===== config.mk =====
export PLATFORM = sky130hd
export DESIGN_NAME = npu_act_wr_arbiter
export DESIGN_NICKNAME = d
export VERILOG_FILES = /design/src/rtl/npu_act_wr_arbiter.sv
export SDC_FILE = /design/constraint.sdc
export NUM_CORES = 1
export LEC_CHECK = 0
export CORE_MARGIN = 1.5
export CORE_UTILIZATION = 40
export DETAILED_ROUTE_END_ITERATION = 8
export GPL_ROUTABILITY_DRIVEN = 0
export PLACE_DENSITY = 0.92
export SYNTH_ARGS = -nofsm -noshare
export SYNTH_HDL_FRONTEND = slang
export SYNTH_SLANG_ARGS = --single-unit
export TNS_END_PERCENT = 20

===== constraint.sdc =====
create_clock -name clk -period 17.8 [get_ports clk]
set_input_delay 1.78 -clock clk [delete_from_list [all_inputs] [get_ports clk]]
set_output_delay 1.78 -clock clk [all_outputs]
set_load 0.01 [all_outputs]

===== src/rtl/npu_act_wr_arbiter.sv =====
// Round-robin arbiter that serialises latched per-neuron activation writes onto
// the single activation-memory write port, with write counting and range checking.
module npu_act_wr_arbiter #(
    parameter int NUM_NEURONS = 8,
    parameter int DATA_WIDTH  = 8,
    parameter int ADDR_WIDTH  = 14,
    parameter int ACT_DEPTH   = 12288,
    parameter int CNT_WIDTH   = 16
) (
    input  logic                              clk,
    input  logic                              rst,
    input  logic [NUM_NEURONS-1:0]            req_wr,
    input  logic [NUM_NEURONS*ADDR_WIDTH-1:0] req_addr,
    input  logic [NUM_NEURONS*DATA_WIDTH-1:0] req_data,
    output logic [NUM_NEURONS-1:0]            req_ack_p,
    input  logic                              mem_stall,
    output logic                              mem_we,
    output logic [ADDR_WIDTH-1:0]             mem_addr,
    output logic [DATA_WIDTH-1:0]             mem_wdata,
    input  logic                              cnt_clr,
    output logic [CNT_WIDTH-1:0]              wr_count,
    output logic                              addr_err,
    output logic                              busy
);

    localparam int          PTR_W   = $clog2(NUM_NEURONS);
    localparam logic [31:0] DEPTH_W = 32'(ACT_DEPTH);

    logic [PTR_W-1:0]       rr_ptr_r;
    logic [NUM_NEURONS-1:0] ack_r;
    logic                   we_r;
    logic [ADDR_WIDTH-1:0]  addr_r;
    logic [DATA_WIDTH-1:0]  wdata_r;
    logic [CNT_WIDTH-1:0]   count_r;
    logic                   err_r;

    logic [NUM_NEURONS-1:0] elig_s;
    logic [PTR_W-1:0]       cand_s;
    logic                   hit_s;
    logic                   grant_vld_s;
    logic [PTR_W-1:0]       grant_idx_s;
    logic [NUM_NEURONS-1:0] grant_oh_s;
    logic                   sel_hit_s;
    logic [ADDR_WIDTH-1:0]  sel_addr_s;
    logic [DATA_WIDTH-1:0]  sel_data_s;
    logic                   in_range_s;
    logic                   write_s;
    logic [CNT_WIDTH-1:0]   count_base_s;
    logic [CNT_WIDTH-1:0]   count_nxt_s;
    logic                   err_nxt_s;

    // A neuron whose ack is on the wire still holds req_wr this cycle; mask it.
    assign elig_s = req_wr & ~ack_r;
    assign busy   = |req_wr;

    // Round-robin search upward from the neuron after the last one served.
    always_comb begin
        grant_vld_s = 1'b0;
        grant_idx_s = '0;
        cand_s      = '0;
        hit_s       = 1'b0;
        for (int k = 1; k <= NUM_NEURONS; k++) begin
            cand_s      = PTR_W'((int'(rr_ptr_r) + k) % NUM_NEURONS);
            hit_s       = elig_s[cand_s] & ~grant_vld_s;
            grant_idx_s = hit_s ? cand_s : grant_idx_s;
            grant_vld_s = grant_vld_s | hit_s;
        end
        grant_vld_s = grant_vld_s & ~mem_stall;
    end

    // Select the granted neuron's address/data and build the one-hot ack.
    always_comb begin
        sel_addr_s = '0;
        sel_data_s = '0;
        grant_oh_s = '0;
        sel_hit_s  = 1'b0;
        for (int i = 0; i < NUM_NEURONS; i++) begin
            sel_hit_s     = (grant_idx_s == PTR_W'(i));
            sel_addr_s    = sel_addr_s | ({ADDR_WIDTH{sel_hit_s}} & req_addr[i*ADDR_WIDTH +: ADDR_WIDTH]);
            sel_data_s    = sel_data_s | ({DATA_WIDTH{sel_hit_s}} & req_data[i*DATA_WIDTH +: DATA_WIDTH]);
            grant_oh_s[i] = sel_hit_s & grant_vld_s;
        end
    end

    // Range check, counter and sticky error next-state; clear wins before increment.
    always_comb begin
        in_range_s   = ({{(32-ADDR_WIDTH){1'b0}}, sel_addr_s} < DEPTH_W);
        write_s      = grant_vld_s & in_range_s;
        count_base_s = cnt_clr ? {CNT_WIDTH{1'b0}} : count_r;
        count_nxt_s  = count_base_s + CNT_WIDTH'(write_s);
        err_nxt_s    = (grant_vld_s & ~in_range_s) | (err_r & ~cnt_clr);
    end

    // Registered grant, memory port and statistics state.
    always_ff @(posedge clk or negedge rst) begin
        if (!rst) begin
            rr_ptr_r <= PTR_W'(NUM_NEURONS - 1);
            ack_r    <= '0;
            we_r     <= 1'b0;
            addr_r   <= '0;
            wdata_r  <= '0;
            count_r  <= '0;
            err_r    <= 1'b0;
        end else begin
            ack_r   <= grant_oh_s;
            we_r    <= write_s;
            count_r <= count_nxt_s;
            err_r   <= err_nxt_s;
            if (grant_vld_s) begin
                rr_ptr_r <= grant_idx_s;
            end
            if (write_s) begin
                addr_r  <= sel_addr_s;
                wdata_r <= sel_data_s;
            end
        end
    end

    assign req_ack_p = ack_r;
    assign mem_we    = we_r;
    assign mem_addr  = addr_r;
    assign mem_wdata = wdata_r;
    assign wr_count  = count_r;
    assign addr_err  = err_r;

endmodule


==> results of run 1 <==
[cell type report]
type	count	area [um2]	area share, %
Clock buffer	5	125	1.71
Multi-Input combinational cell	445	3280	44.7
Sequential cell	51	1280	17.5
Timing Repair Buffer	243	2410	32.9
Clock inverter	3	28.8	0.392
Inverter	8	32.5	0.444
Tap cell	143	179	2.44
[critical path: stages]
cell             delay, ps
clkdlybuf4s50_1        450
nor2b_1                210
mux2_1                 320
mux4_2                 540
or4_1                  580
nor2_1                 290
a2111oi_4               80
nor2_4                 130
buf_4                  520
nor2_1                 400
a2111oi_4              650
or2_1                  740
ha_1                   310
ha_1                   210
nand3_1                150
nor2_1                 130
nand3_1                150
or3_1                  380
a21oi_1                140
[synthesized netlist by cell type (6+ instances only)]
master / count / share of area (%)
nand2_1: 83 / 6.5
dfrtp_1: 48 / 25
nand3_1: 43 / 4.5
nor2_1: 37 / 2.9
mux2i_1: 25 / 5.2
clkbuf_1: 23 / 1.8
o21ai_0: 23 / 2.4
a221oi_1: 20 / 3.7
mux2_2: 15 / 3.5
nor3_1: 15 / 1.6
a21oi_1: 13 / 1.4
a22oi_1: 13 / 2.0
a31oi_1: 13 / 1.7
mux4_2: 12 / 5.6
nor2b_1: 12 / 1.6
mux2_4: 10 / 3.1
xor2_1: 9 / 1.6
o32a_1: 8 / 1.7
mux2_1: 7 / 1.6
nand2b_1: 7 / 0.91
xnor2_1: 7 / 1.3
buf_2: 6 / 0.63
[path summary, 6_finish.rpt]
| path | startpoint | endpoint | slack (ps) | depth (start not counted) |
|---|---|---|---|---|
| setup / recovery | req_wr[1] | wr_count[12] | 9850 | 19 |
| min in group asynchronous | rst | wr_count[14] | 1610 | 2 |
| setup reg to reg | rr_ptr_r[0] | wr_count[12] | 10250 | 19 |
| hold / removal | mem_wdata[4] | mem_wdata[4] | 500 | 1 |
| hold reg to reg | mem_wdata[4] | mem_wdata[4] | 500 | 1 |
| max in group asynchronous | rst | req_ack_p[3] | 15750 | 2 |
[sequential cells by signal, indices dropped and copies added (netlist names)]
name / flops
req_ack_p: 8
mem_addr: 14
addr_err: 1
wr_count: 16
mem_wdata: 8
rr_ptr_r: 3
mem_we: 1
[per-stage QoR]
step	cells	area [um2]	util [%]	hold WS [ps]
6_report	898	7330	63.4	499
5_1_grt	898	7330	63.4	521
4_1_cts	898	7330	63.4	498
3_5_place_dp	890	7180	62.1	479
3_3_place_gp	890	7180	62.1	468
2_1_floorplan	543	4790	-	529
[placed cells by master, fill, tap and decap left out, types with 8 or more instances in the layout]
master and n:
xor2_1 9, mux2_2 15, a221oi_1 20, nor2_1 37
o32a_1 8, a22oi_1 13, mux4_2 12, nand3_1 43
nor3_1 15, dfrtp_1 48, nor2b_1 12, a31oi_1 13
clkdlybuf4s50_1 235, o21ai_0 23, nand2_1 83, a21oi_1 13
mux2_4 10, mux2i_1 25
[routing by layer]
metal / track usage, % / up-vias / share of wire [%]
met1: 33.7 / 2517 / 40
met5: 0 / - / 0
met3: 3.83 / 43 / 7.0
met2: 47.6 / 257 / 50
met4: 9.37 / 0 / 2.8
li1: - / 2476 / -
[cell families (layout without fill, tap and decap cells)]
family	after synthesis	count (layout)	synth area share, %
adder cells (fa/ha/maj)	4	4	1.05
multiplexers	70	70	19.7
AND/OR/NAND/NOR	225	225	23.0
buffers and inverters	47	259	5.02
flip-flops	51	51	26.7
XOR/XNOR	16	16	2.93
AO/OA/AOI/OAI	130	130	21.5
==> impl_metrics.json, run 1 <==
{
  "status": "finished with violations",
  "violations": "DRC",
  "firstDrtPassIters": 8,
  "hp-class": "reg2reg",
  "cts.repair.resized": 0,
  "endpoint_kind": "flop",
  "drtIter0Drc": 344,
  "fillers": 939,
  "vias": 5293,
  "drcViolationCount": 5,
  "wl_um": 17200,
  "cap_viol_max_count": 0,
  "setup_viol": 0,
  "netlist_area_um2": 4790,
  "synthCells": 543,
  "clock_path_buffers": 2,
  "core_um2": 11600,
  "tightest_slew_ps": 938,
  "worstSkewPairLatency_ps": 290,
  "ys_seq_area_share_pct": 26.7,
  "syn-num-nets": 735,
  "postCtsHoldBufs": 0,
  "first_global_vias": 5197,
  "ios": 237,
  "chipWidth_um": 112,
  "io_buffers": 236,
  "drv_slew": 0,
  "post_drt_wl_per_cell_um": 19.1,
  "grt_pass1_wl_um": 27300,
  "critPathKind": "in2reg",
  "cts_tree": "done",
  "diodes": 0,
  "yosysUniqueCellTypes": 77,
  "core.rowCount": 39,
  "htreeDepth": 2,
  "clock.fmax_mhz": 126,
  "nets": 946,
  "finalCriticalPeriod_ps": 7950,
  "grt_start_max_net_pins": 62,
  "crit_required_ps": 18000,
  "die-area_um2": 12600,
  "clock_sinks": 51,
  "synth_edf_count": 0,
  "cp_max_fo": 49,
  "async_reset_ff_share_pct": 100,
  "ant_nets": 0,
  "syn_avg_cell_area_um2": 8.82,
  "worst_setup_path_start_kind": "primary input",
  "slew_headroom_pct": 37.2,
  "die_y_um": 112,
  "layout_setup_ws_ps": 9850,
  "finalSetupTns_ps": 0,
  "cts_root_buf": "clkbuf_16",
  "postCtsSetupRepairBufs": 0,
  "hpwlAfterDp_um": 13600,
  "yosys_warnings": 0,
  "globalRouteOverflowTotal": 0,
  "cts_buffers": 5,
  "clk_pin_slew_ps": 70,
  "antenna_found_initial": 0,
  "initial_core_util_pct": 41.4,
  "vias_per_cell": 5.89,
  "hold_viol": 0,
  "clock_skew_ps": 8.51,
  "rsz0062_at_grt": "no",
  "synthFlopType": "dfrtp_1",
  "track_usage_pct": 26.9,
  "syn2layout_area_growth_pct": 53.1,
  "drive_gt1_share_pct": 9.93,
  "synth-seq-cells": 51,
  "pre_cts_slack_ps": 9540,
  "fin_crit_sh_pct": 44.7,
  "crit_arrival_ps": 8160
}
Power of run 1 is not shown: default switching activity piles up to over one toggle a cycle in this logic, so the estimate is an artifact.
==> run 2, diff against run 1 <==
--- a/config.mk
+++ b/config.mk
@@ -6,10 +6,10 @@
 export NUM_CORES = 1
 export LEC_CHECK = 0
 export CORE_MARGIN = 1.5
-export CORE_UTILIZATION = 40
+export CORE_UTILIZATION = 38
 export DETAILED_ROUTE_END_ITERATION = 8
 export GPL_ROUTABILITY_DRIVEN = 0
-export PLACE_DENSITY = 0.92
+export PLACE_DENSITY = 0.91
 export SYNTH_ARGS = -nofsm -noshare
 export SYNTH_HDL_FRONTEND = slang
 export SYNTH_SLANG_ARGS = --single-unit
==> constraint.sdc (replaced) <==
create_clock -name clk -period 7.05 [get_ports clk]
set_input_delay 0.705 -clock clk [delete_from_list [all_inputs] [get_ports clk]]
set_output_delay 0.705 -clock clk [all_outputs]
set_load 0.01 [all_outputs]
==> run 2 against run 1 <==
Net effect:
- the run now ends clean
- via count is 1.4% higher
- clock skew is 1.1 ps lower
- global-route usage is 0.12 points higher
- worst hold slack worse by 6.0 ps
- cell count is 3.5% higher
- highest routed layer unchanged
- largest cell class unchanged
- critical path depth stayed put
- flip-flop and latch count stayed put
- register-to-register slack worse by 9500 ps
==> impl_metrics.json, run 2 (synthesized netlist as in run 1, its figures left out) <==
{
  "slew_headroom_pct": 42.9,
  "die_y_um": 115,
  "critPathKind": "reg2reg",
  "post_drt_wl_per_cell_um": 19.2,
  "worstSkewPairLatency_ps": 290,
  "nets": 952,
  "hp-class": "reg2reg",
  "crit_required_ps": 7250,
  "initial_core_util_pct": 39.4,
  "grt_busiest_layer": "met2",
  "antenna_found_initial": 0,
  "diodes": 0,
  "finalCriticalPeriod_ps": 6340,
  "clock_skew_ps": 7.41,
  "slowest_stage": "dfstp_2",
  "io_buffers": 236,
  "crit_arrival_ps": 6540,
  "fillers": 1024,
  "clock_path_buffers": 2,
  "drcViolationCount": 0,
  "crit_chain": "inv_1, ha_1, clkinv_1, mux4_2, or4_1, a32oi_1, o21a_1, mux2i_1, nor3_2, a2111oi_4, buf_4, or2_1, ha_1, ha_1, nand3_1, nor2_1, nand3_1, or3_1, a21oi_1",
  "cts_tree": "done",
  "path_common_cell": "ha_1",
  "cp-startpoint": "rr_ptr_r[1]",
  "wl_um": 17800,
  "regToRegEndpoint": "wr_count[12]",
  "grt_use_met3_pct": 4.74,
  "clock.fmax_mhz": 158,
  "cts_root_buf": "clkbuf_16",
  "rr_startpoint": "rr_ptr_r[1]",
  "syn2layout_area_growth_pct": 54.7,
  "clock_sinks": 51,
  "grtUsageMet2_pct": 46.5,
  "setup_viol": 0,
  "tightest_slew_ps": 850,
  "firstDrtPassIters": 6,
  "largest_reg_flops": 16,
  "drtIter0Drc": 304,
  "regArea_um2": 1280,
  "postCtsSetupRepairBufs": 0,
  "ios": 237,
  "clk_pin_slew_ps": 70,
  "cts_buffers": 5,
  "status": "finished clean",
  "track_usage_pct": 27.1,
  "hold_viol": 0,
  "chipWidth_um": 115,
  "rsz0062_at_grt": "no",
  "ant_nets": 0,
  "globalRouteOverflowTotal": 0,
  "slowest_delay_ps": 720,
  "multi_input_area_um2": 3280,
  "die-area_um2": 13300,
  "grt_start_max_net_pins": 52,
  "rrSetupSlack_ps": 710,
  "cp_max_fo": 15,
  "fin_crit_sh_pct": 89.9,
  "vias_per_cell": 5.78,
  "cap_viol_max_count": 0,
  "grt_pass1_wl_um": 28100,
  "cts.repair.resized": 0,
  "drive_gt1_share_pct": 10.6,
  "vias": 5367,
  "final_cell_mix": "235 x clkdlybuf4s50_1, 83 x nand2_1, 48 x dfrtp_1",
  "htreeDepth": 2,
  "endpoint_kind": "flop",
  "grt_util_met1_pct": 34.2,
  "critPathTopFamily": "simple AND/OR/NAND/NOR gates",
  "drv_slew": 0,
  "finalSetupTns_ps": 0,
  "first_global_vias": 5387,
  "crit_cells": 19,
  "postCtsHoldBufs": 0,
  "layout_commonest_cell": "clkdlybuf4s50_1",
  "path_buf_inv": 3,
  "worst_setup_path_start_kind": "flop",
  "hpwlAfterDp_um": 14200,
  "ff2ff_path_depth": 19,
  "crit_end": "wr_count[12]",
  "core.rowCount": 40,
  "core_um2": 12200
}
==> run 2: cell count changes in the layout (fill, tap and decap cells not counted), sizes merged <==
cell | before | now
inv | 7 | 6
clkinvlp | 0 | 1
buf | 8 | 14
==> run 2: worst min-delay path by stage <==
stage,startpoint,to,slack [ps],cells past startpoint
3_3_place_gp,mem_wdata[4],mem_wdata[4],470,1
4_1_cts,mem_addr[4],mem_addr[4],500,1
5_1_grt,mem_addr[4],mem_addr[4],510,1
6_report,mem_wdata[5],mem_wdata[5],490,1
3_5_place_dp,mem_addr[10],mem_addr[10],480,1
2_1_floorplan,rst,addr_err,410,0
==> run 2: layout make-up <==
type / instances / share of cell area [%]
clock inverter: 3 / 0.338
multi-input combinational: 445 / 44.3
inverter: 8 / 0.439
sequential: 51 / 17.3
clock buffer: 5 / 1.69
tap: 168 / 2.84
timing repair buffer: 249 / 33.1
==> run 2: per-stage QoR <==
| stage | cell area (um2) | hold slack (ps) | utilization, % | setup WS [ps] | cells |
|---|---|---|---|---|---|
| floorplan | 4790 | 409 | - | 1290 | 543 |
| global placement | 7260 | 469 | 59.7 | 1020 | 921 |
| detailed placement | 7260 | 475 | 59.7 | 790 | 921 |
| CTS | 7410 | 499 | 60.9 | 744 | 929 |
| global route | 7410 | 515 | 60.9 | 275 | 929 |
| finish | 7410 | 492 | 60.9 | 709 | 929 |
==> run 2: metal layers <==
layer	wire length (um)	vias to the layer above	part of all wire [%]
met5	0	-	0
met4	601	0	3.4
met3	1350	44	7.6
met2	8680	258	49
met1	7170	2581	40
li1	-	2484	-
Power of run 2 is left out for the same reason.
